**config.mk**
```make
export PLATFORM = sky130hd
export DESIGN_NAME = complex_vector_packer_8x8
export DESIGN_NICKNAME = d
export VERILOG_FILES = /design/src/rtl/complex_vector_packer_8x8.sv
export SDC_FILE = /design/constraint.sdc
export NUM_CORES = 2
export LEC_CHECK = 0
export ABC_CLOCK_PERIOD_IN_PS = 11300
export CAP_MARGIN = 0
export CORE_AREA = 5 5 323 452
export CTS_CLUSTER_DIAMETER = 80
export DETAILED_ROUTE_END_ITERATION = 8
export DIE_AREA = 0 0 328 457
export PLACE_DENSITY = 0.65
export SETUP_SLACK_MARGIN = 0.05
export SLEW_MARGIN = 20
export SYNTH_ARGS = -nofsm -noshare
export SYNTH_HDL_FRONTEND = slang
export SYNTH_SLANG_ARGS = --single-unit
```
**constraint.sdc**
```tcl
create_clock -name clk -period 11.3 [get_ports clk]
set_clock_uncertainty 0.15 [all_clocks]
set_input_delay 2.825 -clock clk [delete_from_list [all_inputs] [get_ports clk]]
set_output_delay 2.825 -clock clk [all_outputs]
set_load 0.01 [all_outputs]
```
**src/rtl/complex_vector_packer_8x8.sv**
```systemverilog
// Gathers a serial stream of complex elements into NI-lane blocks for the adder tree.
// Double-buffered: one bank fills while the other is held until the tree signals finish.
module complex_vector_packer_8x8 #(
    parameter int NI = 8,
    parameter int W  = 64
) (
    input  logic            clk,
    input  logic            reset,
    input  logic            in_valid,
    input  logic [W-1:0]    in_data,
    input  logic            in_last,
    output logic            in_ready,
    output logic [NI*W-1:0] pack_data,
    output logic            pack_start,
    output logic [3:0]      pack_lanes,
    output logic            pack_last,
    input  logic            tree_finish,
    output logic            busy
);

    localparam int LW = $clog2(NI);

    localparam logic [1:0] S_EMPTY = 2'd0;
    localparam logic [1:0] S_FILL  = 2'd1;
    localparam logic [1:0] S_FULL  = 2'd2;
    localparam logic [1:0] S_DISP  = 2'd3;

    logic [1:0]      r_state    [2];
    logic [NI*W-1:0] r_bank     [2];
    logic [3:0]      r_lanes    [2];
    logic            r_last     [2];
    logic            r_fill_ptr;
    logic            r_disp_ptr;
    logic [LW-1:0]   r_lane_idx;
    logic            r_busy;
    logic            r_pack_start;
    logic [NI*W-1:0] r_pack_data;
    logic [3:0]      r_pack_lanes;
    logic            r_pack_last;

    logic w_fill_ok;
    logic w_accept;
    logic w_close;
    logic w_dispatch;
    logic w_release;

    assign w_fill_ok  = (r_state[r_fill_ptr] == S_EMPTY) || (r_state[r_fill_ptr] == S_FILL);
    assign in_ready   = w_fill_ok && !reset;
    assign w_accept   = in_valid && in_ready;
    assign w_close    = w_accept && (in_last || (r_lane_idx == LW'(NI - 1)));
    assign w_dispatch = !r_busy && (r_state[r_disp_ptr] == S_FULL);
    assign w_release  = r_busy && tree_finish;

    always_ff @(posedge clk) begin
        if (reset) begin
            for (int b = 0; b < 2; b++) begin
                r_state[b] <= S_EMPTY;
                r_bank[b]  <= '0;
                r_lanes[b] <= '0;
                r_last[b]  <= 1'b0;
            end
            r_fill_ptr   <= 1'b0;
            r_disp_ptr   <= 1'b0;
            r_lane_idx   <= '0;
            r_busy       <= 1'b0;
            r_pack_start <= 1'b0;
            r_pack_data  <= '0;
            r_pack_lanes <= '0;
            r_pack_last  <= 1'b0;
        end else begin
            r_pack_start <= 1'b0;

            if (w_accept) begin
                // Lane 0 rewrites the whole bank so stale lanes from a previous block read as zero.
                if (r_lane_idx == '0) begin
                    r_bank[r_fill_ptr] <= {{((NI - 1) * W){1'b0}}, in_data};
                end else begin
                    for (int k = 0; k < NI; k++) begin
                        if (LW'(k) == r_lane_idx) begin
                            r_bank[r_fill_ptr][k*W +: W] <= in_data;
                        end
                    end
                end
                if (w_close) begin
                    r_state[r_fill_ptr] <= S_FULL;
                    r_lanes[r_fill_ptr] <= 4'(r_lane_idx) + 4'd1;
                    r_last[r_fill_ptr]  <= in_last;
                    r_fill_ptr          <= ~r_fill_ptr;
                    r_lane_idx          <= '0;
                end else begin
                    r_state[r_fill_ptr] <= S_FILL;
                    r_lane_idx          <= r_lane_idx + LW'(1);
                end
            end

            if (w_dispatch) begin
                r_state[r_disp_ptr] <= S_DISP;
                r_pack_data         <= r_bank[r_disp_ptr];
                r_pack_lanes        <= r_lanes[r_disp_ptr];
                r_pack_last         <= r_last[r_disp_ptr];
                r_pack_start        <= 1'b1;
                r_busy              <= 1'b1;
                r_disp_ptr          <= ~r_disp_ptr;
            end

            // Only one block is ever outstanding, so the held bank is the one behind the dispatch pointer.
            if (w_release) begin
                r_state[~r_disp_ptr] <= S_EMPTY;
                r_busy               <= 1'b0;
            end
        end
    end

    assign pack_data  = r_pack_data;
    assign pack_start = r_pack_start;
    assign pack_lanes = r_pack_lanes;
    assign pack_last  = r_pack_last;
    assign busy       = r_busy;

endmodule

```
==> metrics.txt <==
Post-CTS Setup Bufs=0; Rows=164; Worst-path clk slew=0.06 ns; register area=41,700 um2; pre-CTS setup slack=4.27 ns; number of synthesized register bits=1,564; R2R setup slack=7.04 ns; Worst R2R Path Depth=4; RSZ-0062 raised after global routing=false; fillcell total=11.9k; TritonCTS buffer count=152; final hold violation count=0; clk root buf=clkbuf_16; cell count of the worst hold path=2; worst-margin pin slew=1.22 ns; CTS tree=done; clk buf depth=3; initial antenna violation count=16; I/O pins=589; Die W=328 um; most frequent cells in the layout=1,038 x edfxtp_1, 641 x and2_1, 583 x nor3_1, 583 x clkdlybuf4s50_1, 524 x dfxtp_1; setup TNS=0 ns; Synth top area share=49.4%; critical path fanouts, max=77; Top FF cell, synth=edfxtp_1; most common cell after layout, fill and taps aside=edfxtp_1; Post-synth EDFFs=1,038; Post-Layout Inst Area=75,100 um2; Fmax=0.142 GHz; post-synthesis sequential area ratio=66.1%; via count=40.9k; grt ovf=0; vias in the first global route=39.8k; Hold Path Class=flop to flop; slowest cell on the critical path=clkdlybuf4s50_1; post-route minimum period=7.04 ns; post-synth top area cell=edfxtp_1; routed wire length=181 mm; die height=457 um; detailed-route wire length per cell=25.0 um; run status=complete, no violations; CP startpoint=reset; VDD IR max=0.191 mV; Post-DP HPWL=111 mm; final worst slack=4.26 ns; core area=142,000 um2; drt first-iter violations=4,069; Setup crit start kind=input pin; worst path bufs/invs=2; Synth Net Count=4,990; clock latency on the worst-skew pair=0.77 ns; Post-synth ARST share=0%; Leak=26.2 nW; GRT Total Usage=23.4%; PwrDens=267 nW/um2; final core occ=53.0%; layout net count=5,275; Initial Utilization=44.5%; Mapped Area=63,100 um2; Slew Viols, Final=0; RR Endpoint=r_bank[1][210]; first-pass GRT wire length=264 mm; Layout area overhead=19.0%; post-route ant nets=0; PortBufs=588; CP cell instances=buf_8 > nor2_1 > clkdlybuf4s50_1; Top Family by Delay on Critical Path=buffers and inverters; arrival time worst endpoint=4.07 ns; Placer Congestion=0.795; CP required=8.33 ns; largest net degree at the start of global routing=182; max capacitance violation total=0; clock sink total=1,564; Multi-input gate area=19,500 um2; CP peak stage delay=0.59 ns; Hold EP=pack_data[124]; drt pass-1 iters=6; Worst Min Path Start=pack_data[124]; worst r2r src=r_state[1][1]; Final Setup Violations=0; YS warnings=0; post-cts repair resize count=0; synth top area cells=edfxtp_1 49%, dfxtp_1 17%, mux2i_1 8.2%; DRC=0; Post-DP Area=70,000 um2; layout cell share with drive strength beyond 1=6.63%; Setup crit end kind=primary output; Synth cell types=48; Slew headroom=18.4%; syn_area_per_cell=12.8 um2; Crit Path Class=input pin to primary output; Syn Inst Count=4,915; die area=150,000 um2; H-tree depth=4; Hold Buf Count CTS=0; Final Cycle Share=62.3%; Via density=5.65; WHS=0.446 ns
per-stage QoR:
step | cells | power, mW
final | 7245 | 20.0
after global routing | 7235 | 21.0
after CTS | 7232 | 20.2
after detailed placement | 6953 | 15.1
after global placement | 6952 | 15.0
after floorplan | 4915 | 11.9
kinds of logic after synthesis:
| family | synth area share [%] |
|---|---|
| flip-flops | 66.1 |
| AND/OR/NAND/NOR | 15.5 |
| buffers and inverters | 3.53 |
| AO/OA/AOI/OAI | 6.56 |
| adder cells (fa/ha/maj) | 0.119 |
| multiplexers | 8.24 |
worst max-delay path by stage:
stage	end	slack, ns	cells after the start
3_5_place_dp	r_bank[0][214]	4.27	5
5_1_grt	in_ready	4.18	3
3_3_place_gp	in_ready	4.28	3
6_report	in_ready	4.26	3
4_1_cts	in_ready	4.27	3
2_1_floorplan	r_bank[0][0]	2.30	5
synthesized netlist by cell type (6+ instances only):
master	n
a211oi_1	519
a21oi_1	7
and2_1	643
and3_1	260
buf_1	37
buf_2	97
buf_4	24
clkbuf_1	361
clkbuf_2	6
dfxtp_1	526
edfxtp_1	1038
ha_1	6
mux2i_1	518
nand2_1	68
nand3_1	67
nor2_1	77
nor3_1	584
o21ai_0	23
report_power, final:
group	switching, mW	total [mW]	internal, mW
combinational	3.60	6.71	3.11
clock	2.19	5.10	2.92
sequential	0.825	8.20	7.37
state kept, by name (all words and copies together) (netlist names), named ones only:
register / count
r_disp_ptr: 1
pack_start: 1
busy: 1
pack_last: 1
r_state: 4
r_fill_ptr: 1
pack_lanes: 4
r_last: 2
pack_data: 512
r_bank: 1024
r_lanes: 8
r_lane_idx: 3
area by class of cell:
class / count / share of cell area, %
timing repair buffer: 658 / 8.63
clock inverter: 73 / 0.965
multi-input combinational: 2819 / 25.9
antenna: 11 / 0.0367
tap: 1909 / 3.18
clock buffer: 206 / 5.69
sequential: 1564 / 55.5
inverter: 5 / 0.0250
worst reg2reg max path, stage by stage, from the launching register on:
cell      delay (ns)
edfxtp_1        0.43
mux2i_1         0.79
nand2_1         0.82
o21ai_4         1.01
buf_4           0.62
layer usage:
layer  GRT usage [%]  vias up  share of wire (%)
met4            7.60        4                2.9
met3            5.42      259                8.8
li1                -    18700                  -
met1            33.1    20300                 43
met2            35.9     1623                 46
met5               0        -             0.0083
Note: power is estimated with default switching activity, not from simulation.
